### src/rtl/ex_forward_ctrl_if.sv
// ID-side bus of the EX forwarding / load-use controller.
// Master drives the ID instruction fields, slave returns selects and stall.
interface ex_forward_ctrl_if;
  logic       id_valid;
  logic [2:0] id_src1;
  logic [2:0] id_src2;
  logic       id_src1_used;
  logic       id_src2_used;
  logic [2:0] id_dest;
  logic       id_regwrite;
  logic       id_is_load;
  logic       advance;
  logic       flush;
  logic [1:0] alu_input_one_mux_sel;
  logic [1:0] alu_input_two_mux_sel;
  logic       stall_id;

  modport master (
    output id_valid, id_src1, id_src2,
    output id_src1_used, id_src2_used,
    output id_dest, id_regwrite, id_is_load,
    output advance, flush,
    input  alu_input_one_mux_sel,
    input  alu_input_two_mux_sel,
    input  stall_id
  );

  modport slave (
    input  id_valid, id_src1, id_src2,
    input  id_src1_used, id_src2_used,
    input  id_dest, id_regwrite, id_is_load,
    input  advance, flush,
    output alu_input_one_mux_sel,
    output alu_input_two_mux_sel,
    output stall_id
  );
endinterface

### src/rtl/ex_forward_ctrl.sv
// EX-stage operand forwarding and load-use stall control for LC-3b.
// FWD_MEM_LOAD_EN: forward loads from MEM (select 3), no load-use stall.
module ex_forward_ctrl (
  input  logic               clk,
  input  logic               reset,
  ex_forward_ctrl_if.slave   fwd
);

  typedef struct packed {
    logic       valid;
    logic [2:0] dest;
    logic       regwrite;
    logic       is_load;
  } stg_t;

  typedef struct packed {
    logic       valid;
    logic [2:0] dest;
    logic       regwrite;
  } wb_t;

  stg_t       r_ex;
  stg_t       r_mem;
  wb_t        r_wb;
  logic [2:0] r_ex_src1;
  logic [2:0] r_ex_src2;
  logic       r_ex_src1_used;
  logic       r_ex_src2_used;
  logic       w_stall;

  always_ff @(posedge clk) begin
    if (reset) begin
      r_ex           <= '0;
      r_mem          <= '0;
      r_wb           <= '0;
      r_ex_src1      <= '0;
      r_ex_src2      <= '0;
      r_ex_src1_used <= 1'b0;
      r_ex_src2_used <= 1'b0;
    end else if (fwd.advance) begin
      r_wb           <= '{r_mem.valid, r_mem.dest, r_mem.regwrite};
      r_mem          <= r_ex;
      r_ex.valid     <= fwd.id_valid & ~fwd.flush & ~w_stall;
      r_ex.dest      <= fwd.id_dest;
      r_ex.regwrite  <= fwd.id_regwrite;
      r_ex.is_load   <= fwd.id_is_load;
      r_ex_src1      <= fwd.id_src1;
      r_ex_src2      <= fwd.id_src2;
      r_ex_src1_used <= fwd.id_src1_used;
      r_ex_src2_used <= fwd.id_src2_used;
    end
  end

  function automatic logic [1:0] sel_f(
    input logic       ex_ok,
    input logic [2:0] src,
    input stg_t       mem,
    input wb_t        wb
  );
    logic mhit;
    logic whit;
    mhit  = mem.valid & mem.regwrite & (mem.dest == src);
    whit  = wb.valid & wb.regwrite & (wb.dest == src);
    sel_f = 2'd0;
    if (ex_ok) begin
      if (mhit && !mem.is_load)
        sel_f = 2'd1;
`ifdef FWD_MEM_LOAD_EN
      else if (mhit)
        sel_f = 2'd3;
`endif
      else if (whit)
        sel_f = 2'd2;
    end
  endfunction

  assign fwd.alu_input_one_mux_sel =
    sel_f(r_ex.valid & r_ex_src1_used, r_ex_src1, r_mem, r_wb);
  assign fwd.alu_input_two_mux_sel =
    sel_f(r_ex.valid & r_ex_src2_used, r_ex_src2, r_mem, r_wb);

`ifdef FWD_MEM_LOAD_EN
  assign w_stall = 1'b0;
`else
  typedef enum logic {IDLE, LU_STALL} state_t;

  state_t r_state;
  state_t w_state_nxt;
  logic   w_hazard;

  assign w_hazard =
    r_ex.valid & r_ex.is_load & r_ex.regwrite & fwd.id_valid &
    ((fwd.id_src1_used & (fwd.id_src1 == r_ex.dest)) |
     (fwd.id_src2_used & (fwd.id_src2 == r_ex.dest)));

  always_ff @(posedge clk) begin
    if (reset) r_state <= IDLE;
    else       r_state <= w_state_nxt;
  end

  always_comb begin
    w_state_nxt = r_state;
    if (fwd.advance) begin
      if (fwd.flush) begin
        w_state_nxt = IDLE;
      end else begin
        unique case (r_state)
          IDLE:     if (w_hazard) w_state_nxt = LU_STALL;
          LU_STALL: w_state_nxt = IDLE;
          default:  w_state_nxt = IDLE;
        endcase
      end
    end
  end

  // the bubble already separates load and user once in LU_STALL
  always_comb begin
    w_stall = 1'b0;
    if (r_state == IDLE)
      w_stall = w_hazard & ~(fwd.flush & fwd.advance);
  end
`endif

  assign fwd.stall_id = w_stall;

endmodule

### src/flat_wrapper.sv
// flat-port wrapper written by rule: the top's interface ports become plain ports
module ex_forward_ctrl_flat 
  (clk, reset, fwd_id_valid, fwd_id_src1, fwd_id_src2, fwd_id_src1_used, fwd_id_src2_used, fwd_id_dest, fwd_id_regwrite, fwd_id_is_load, fwd_advance, fwd_flush, fwd_alu_input_one_mux_sel, fwd_alu_input_two_mux_sel, fwd_stall_id);
  ex_forward_ctrl_if fwd_i ();
  input  logic clk;
  input  logic reset;
  input wire logic [$bits(fwd_i.id_valid)-1:0] fwd_id_valid;
  input wire logic [$bits(fwd_i.id_src1)-1:0] fwd_id_src1;
  input wire logic [$bits(fwd_i.id_src2)-1:0] fwd_id_src2;
  input wire logic [$bits(fwd_i.id_src1_used)-1:0] fwd_id_src1_used;
  input wire logic [$bits(fwd_i.id_src2_used)-1:0] fwd_id_src2_used;
  input wire logic [$bits(fwd_i.id_dest)-1:0] fwd_id_dest;
  input wire logic [$bits(fwd_i.id_regwrite)-1:0] fwd_id_regwrite;
  input wire logic [$bits(fwd_i.id_is_load)-1:0] fwd_id_is_load;
  input wire logic [$bits(fwd_i.advance)-1:0] fwd_advance;
  input wire logic [$bits(fwd_i.flush)-1:0] fwd_flush;
  output wire logic [$bits(fwd_i.alu_input_one_mux_sel)-1:0] fwd_alu_input_one_mux_sel;
  output wire logic [$bits(fwd_i.alu_input_two_mux_sel)-1:0] fwd_alu_input_two_mux_sel;
  output wire logic [$bits(fwd_i.stall_id)-1:0] fwd_stall_id;
  assign fwd_i.id_valid = fwd_id_valid;
  assign fwd_i.id_src1 = fwd_id_src1;
  assign fwd_i.id_src2 = fwd_id_src2;
  assign fwd_i.id_src1_used = fwd_id_src1_used;
  assign fwd_i.id_src2_used = fwd_id_src2_used;
  assign fwd_i.id_dest = fwd_id_dest;
  assign fwd_i.id_regwrite = fwd_id_regwrite;
  assign fwd_i.id_is_load = fwd_id_is_load;
  assign fwd_i.advance = fwd_advance;
  assign fwd_i.flush = fwd_flush;
  assign fwd_alu_input_one_mux_sel = fwd_i.alu_input_one_mux_sel;
  assign fwd_alu_input_two_mux_sel = fwd_i.alu_input_two_mux_sel;
  assign fwd_stall_id = fwd_i.stall_id;
  ex_forward_ctrl u_core (.clk(clk), .reset(reset), .fwd(fwd_i));
endmodule
### config.mk
export PLATFORM = sky130hd
export DESIGN_NAME = ex_forward_ctrl_flat
export DESIGN_NICKNAME = d
export VERILOG_FILES = /design/src/rtl/ex_forward_ctrl_if.sv /design/src/rtl/ex_forward_ctrl.sv /design/src/flat_wrapper.sv
export SDC_FILE = /design/constraint.sdc
export NUM_CORES = 1
export LEC_CHECK = 0
export ABC_CLOCK_PERIOD_IN_PS = 1400
export BUFFER_PORTS_ARGS = -buffer_cell sky130_fd_sc_hd__buf_2
export CAP_MARGIN = 20
export CORE_ASPECT_RATIO = 0.9
export CORE_MARGIN = 2
export CORE_UTILIZATION = 40
export DETAILED_ROUTE_END_ITERATION = 8
export GPL_TIMING_DRIVEN = 0
export MAX_ROUTING_LAYER = met4
export PLACE_DENSITY = 0.63
export SLEW_MARGIN = 20
export SYNTH_ARGS = -nofsm -noshare
export SYNTH_HDL_FRONTEND = slang
export SYNTH_SLANG_ARGS = --single-unit
### constraint.sdc
create_clock -name clk -period 1.4 [get_ports clk]
set_input_delay 0.28 -clock clk [delete_from_list [all_inputs] [get_ports clk]]
set_output_delay 0.28 -clock clk [all_outputs]
set_load 0.01 [all_outputs]
Word-level counts from Yosys, hierarchy flattened
Index checks and enable logic that the tools add are counted.
{ "word_totals": {"ff_bits": 26, "output_inout_bits": 5} }
{ "classes": {"eq_ne": 6, "muxes": 10, "bitwise": 23, "reduce_logical": 3} }
{ "op_table": {"columns": ["operator", "count"], "rows": [
  ["1-bit bitwise AND", 18],
  ["3-bit == test", 6],
  ["2-bit 2-to-1 mux", 6],
  ["1-bit inverter", 4],
  ["1-bit 2-to-1 mux", 3],
  ["1-bit logical AND", 2],
  ["1-bit case mux with 2 select lines", 1],
  ["1-bit logical NOT", 1],
  ["1-bit OR", 1]
]} }

Depth between registers and ports, before layout
{ "logic_depth": {"ltp_word": 8, "depth_mapped": 5, "mapped_depth_nobuf": 4} }

Worst setup path before layout
OpenSTA, ideal clock, no wires.
{ "synth_path": {"path_kind": "flip-flop to output port", "startpoint": "register u_core.r_ex[2] in the netlist's numbering", "endpoint": "output port fwd_stall_id", "arrival_ns": 1.136, "path_slack_ns": -0.016, "path_stages_with_launch": 5, "cell_sequence": "dfxtp_1 > xnor2_1 > and4_4 > a41oi_2 > a211oi_1"} }
{ "synth_between": {"elab_chain_len": 6} }
{ "synth_rtl": {"columns": ["item", "line_no", "text"], "rows": [
  ["start, declared", "ex_forward_ctrl.sv:22", "stg_t r_ex;"],
  ["3-bit == test, on equally long branches", "ex_forward_ctrl.sv:93, ex_forward_ctrl.sv:94", null],
  ["1-bit bitwise AND, on equally long branches", "ex_forward_ctrl.sv:93, ex_forward_ctrl.sv:94", null],
  ["1-bit OR *", "ex_forward_ctrl.sv:93", "((fwd.id_src1_used & (fwd.id_src1 == r_ex.dest)) |"],
  ["1-bit bitwise AND *", "ex_forward_ctrl.sv:92", "r_ex.valid & r_ex.is_load & r_ex.regwrite & fwd.id_valid &"],
  ["1-bit bitwise AND *", "ex_forward_ctrl.sv:120", "w_stall = w_hazard & ~(fwd.flush & fwd.advance);"],
  ["1-bit 2-to-1 mux *", "ex_forward_ctrl.sv:119", "if (r_state == IDLE)"],
  ["end, declared", "flat_wrapper.sv:19", "output wire logic [$bits(fwd_i.stall_id)-1:0] fwd_stall_id;"]
]} }
Every way passes the cells marked *; elsewhere a longest branch is shown, timed or not.

Worst setup path after layout
{ "layout_path": {"startpoint": "register u_core.r_ex[4] in the netlist's numbering", "endpoint": "output port fwd_stall_id"} }
The elaborated chain is that of the path after synthesis.

==> PnR_summary.wiki <==
{| class="wikitable"
! Metric !! Value
|-
| Outcome || complete, but fails checks
|-
| Violated checks || negative setup slack
|-
| Synth unique cells || 26
|-
| Yosys reg bits || 26
|-
| Final layout net count || 170
|-
| Total global routing overflow || 0
|-
| Global-route wire length before repair || 4240 µm
|-
| Sequential element share of the synthesized area || 42.6%
|-
| Clock Sinks || 26
|-
| Hold WC Path Type || in -> reg
|-
| Remaining antenna violation count after routing || 0
|-
| Die Footprint || 3510 µm²
|-
| Number of slew-limit violations in the final report || 0
|-
| Count of placed standard cells including taps || 185
|-
| Leak || 0.704 nW
|-
| Required arrival time at the worst endpoint || 1.12 ns
|-
| Total iterations of the first detailed-routing run || 5
|-
| Placer congestion estimate || 0.828
|-
| CP Buf/Inv Count || 1
|-
| Worst VDD drop || 339 µV
|-
| Post-layout power || 1.32 mW
|-
| Share of layout cells above drive strength 1 || 38.7%
|-
| Hold Buf Count CTS || 0
|-
| Count of endpoints failing hold in the final timing report || 0
|-
| Growth of design area from synthesis to finish || 24.2%
|-
| Count of maximum capacitance violations || 0
|-
| Skew final || 0.00161 ns
|-
| Average routed wire per standard cell || 13.7 µm
|-
| Worst skew pair latency || 0.30 ns
|-
| Clock tree from TritonCTS || yes
|-
| Net Count, Synth || 140
|-
| Time the final worst path needs with I/O delays and setup || 1.75 ns
|-
| YS warnings || 0
|-
| Worst Setup Start Kind || register
|-
| Via count of the first global-routing pass || 947
|-
| Arrival @ worst endpoint || 1.47 ns
|-
| Number of buffers on the longest clock path || 2
|-
| Combined global-route utilization of all metal layers || 16.1%
|-
| Residual DRC || 0
|-
| Fmax || 571 MHz
|-
| Cell area after synthesis || 1220 µm²
|-
| Filler cells || 304
|-
| Slew at the pin closest to its max-slew limit || 0.483 ns
|-
| Period utilization || 125%
|-
| Minimum setup slack in the final design || -0.352 ns
|-
| Final-report setup violation count || 5
|-
| Slew headroom || 67.8%
|-
| I/O pin count || 23
|-
| Worst Setup Path Type || reg -> out
|-
| Largest net degree at the start of global routing || 14
|-
| Clock transition at the registers of the reported paths || 0.13 ns
|-
| Sort of element at the end of the critical path || primary output
|-
| Root buf cell || clkbuf_4
|-
| Cells after synthesis || 122
|-
| Number of buffer cells added on primary ports || 21
|-
| Overall routed net length || 2640 µm
|-
| Count of non-filler cells in the finished layout || 192
|-
| TritonCTS buffer count || 3
|-
| Total half-perimeter wirelength after legalization and detailed placement || 1950 µm
|-
| Site Rows || 19
|-
| Final total negative setup slack || -1.63 ns
|-
| Total number of H-tree levels || 1
|-
| Count of inserted antenna diode cells || 0
|-
| DIE HEIGHT || 56.4 µm
|-
| Core region area || 3000 µm²
|-
| Sequence of cells on the critical path || xnor2_2 -> and4_4 -> a41oi_2 -> a211oi_2 -> buf_2
|-
| RSZ-0062 raised after global routing || yes
|-
| Max Fanout on Critical Path || 4
|-
| Delay of the slowest cell on the worst path || 0.37 ns
|-
| Detailed-route vias per instance || 4.82
|-
| Average cell area after synthesis || 10.0 µm²
|-
| Power per cell area || 871 nW/µm²
|-
| Slowest library cell on the worst path || dfxtp_2
|-
| Starting density of the core || 40.8%
|-
| Width of the die || 62.3 µm
|-
| Drt initial violations || 34
|-
| Antenna violations before repair || 0
|-
| Number of vias in the routed layout || 926
|-
| Worst path top cell family by delay || flip-flops
|}
[layout make-up]
| class | instances | area, µm² | share of cell area [%] |
|---|---|---|---|
| Buffer | 6 | 46.3 | 3.05 |
| Timing Repair Buffer | 25 | 135 | 8.90 |
| Clock buffer | 3 | 22.5 | 1.48 |
| Tap cell | 42 | 52.6 | 3.46 |
| Sequential cell | 26 | 551 | 36.3 |
| Multi-Input combinational cell | 89 | 707 | 46.6 |
| Inverter | 1 | 3.75 | 0.247 |
[sequential cells by signal, indices dropped and copies added, names as in the netlist]
| name | cells |
|---|---|
| u_core.r_ex_src1 | 3 |
| u_core.r_ex | 6 |
| u_core.r_ex_src1_used | 1 |
| u_core.r_ex_src2 | 3 |
| u_core.r_mem | 6 |
| u_core.r_state | 1 |
| u_core.r_wb | 5 |
| u_core.r_ex_src2_used | 1 |
[repair_timing]
action / 4_1_cts / 5_1_grt
gates resized for setup: 21 / 6
buffers inserted: 2 / 2
setup endpoints to repair: 6 / 6
pin swaps: 6 / 4
[cells in the final DEF, fill, tap and decap left out, types with 3 or more instances in the layout]
cell type	Yosys	final
nand2_1	3	3
mux2i_1	24	24
buf_2	1	22
dfxtp_2	0	12
dfxtp_4	0	4
buf_4	1	5
clkbuf_4	0	3
dfxtp_1	26	10
xor2_1	8	6
xnor2_2	0	3
nor2_1	24	24
xnor2_1	10	7
nand4_1	3	3
[metrics by stage]
| stage | utilization (%) | setup WS [ns] | area [µm²] | hold WS, ns |
|---|---|---|---|---|
| 6_report | 50.7 | -0.352 | 1520 | 0.154 |
| 5_1_grt | 50.7 | -0.416 | 1520 | 0.150 |
| 4_1_cts | 49.8 | -0.359 | 1490 | 0.146 |
| 3_5_place_dp | 46.2 | -0.124 | 1390 | 0.473 |
| 3_3_place_gp | 46.2 | -0.110 | 1390 | 0.457 |
| 2_1_floorplan | - | 0.0698 | 1230 | 0.427 |
[cells in the mapped netlist]
cell type	instances	share of area, %
a211oi_1	1	0.61
a21bo_1	1	0.82
a21oi_1	1	0.41
a41oi_2	1	1.3
and2b_1	1	0.61
and3_1	2	1.0
and4_4	1	0.92
buf_2	1	0.41
buf_4	1	0.61
buf_6	1	0.92
buf_8	1	1.2
clkbuf_1	2	0.61
dfxtp_1	26	43
inv_1	1	0.31
mux2i_1	24	20
nand2_1	3	0.92
nand3b_1	1	0.61
nand4_1	3	1.5
nor2_1	24	7.4
nor3_1	1	0.41
nor3b_1	1	0.61
nor4_1	4	2.0
o32ai_1	1	0.72
or4b_1	1	0.82
xnor2_1	10	7.2
xor2_1	8	5.7
[per-layer routing]
metal | share of wire (%) | vias to the layer above | GRT usage [%]
met5 | 0 | - | -
met4 | 0.87 | 0 | 5.71
met3 | 3.6 | 2 | 3.01
met2 | 49 | 14 | 28.0
met1 | 47 | 434 | 19.0
li1 | - | 476 | -
[power by group]
group          switching [mW]  total [mW]  internal [mW]
clock                   0.201       0.302          0.100
sequential             0.0374       0.811          0.773
combinational          0.0999       0.209          0.109
[path summary, 6_finish.rpt]
check            startpoint                   to  slack, ns  cells past startpoint
max          u_core.r_ex[4]         fwd_stall_id      -0.35                      5
min reg2reg  u_core.r_state       u_core.r_state       0.49                      2
max reg2reg  u_core.r_state       u_core.r_state       0.02                      4
min                   reset  u_core.r_ex_src2[2]       0.15                      2
[cells by family (layout without fill, tap and decap cells)]
logic type	Yosys count	in the layout	synth area share, %
and+or+nand+nor	42	42	16.9
DFF	26	26	42.6
muxes	24	24	19.7
xor gates and xnor gates	18	18	12.9
buffers and inverters	7	35	4.09
AOI/OAI and AO/OA	5	5	3.89
(Power assumes the default switching activity.)
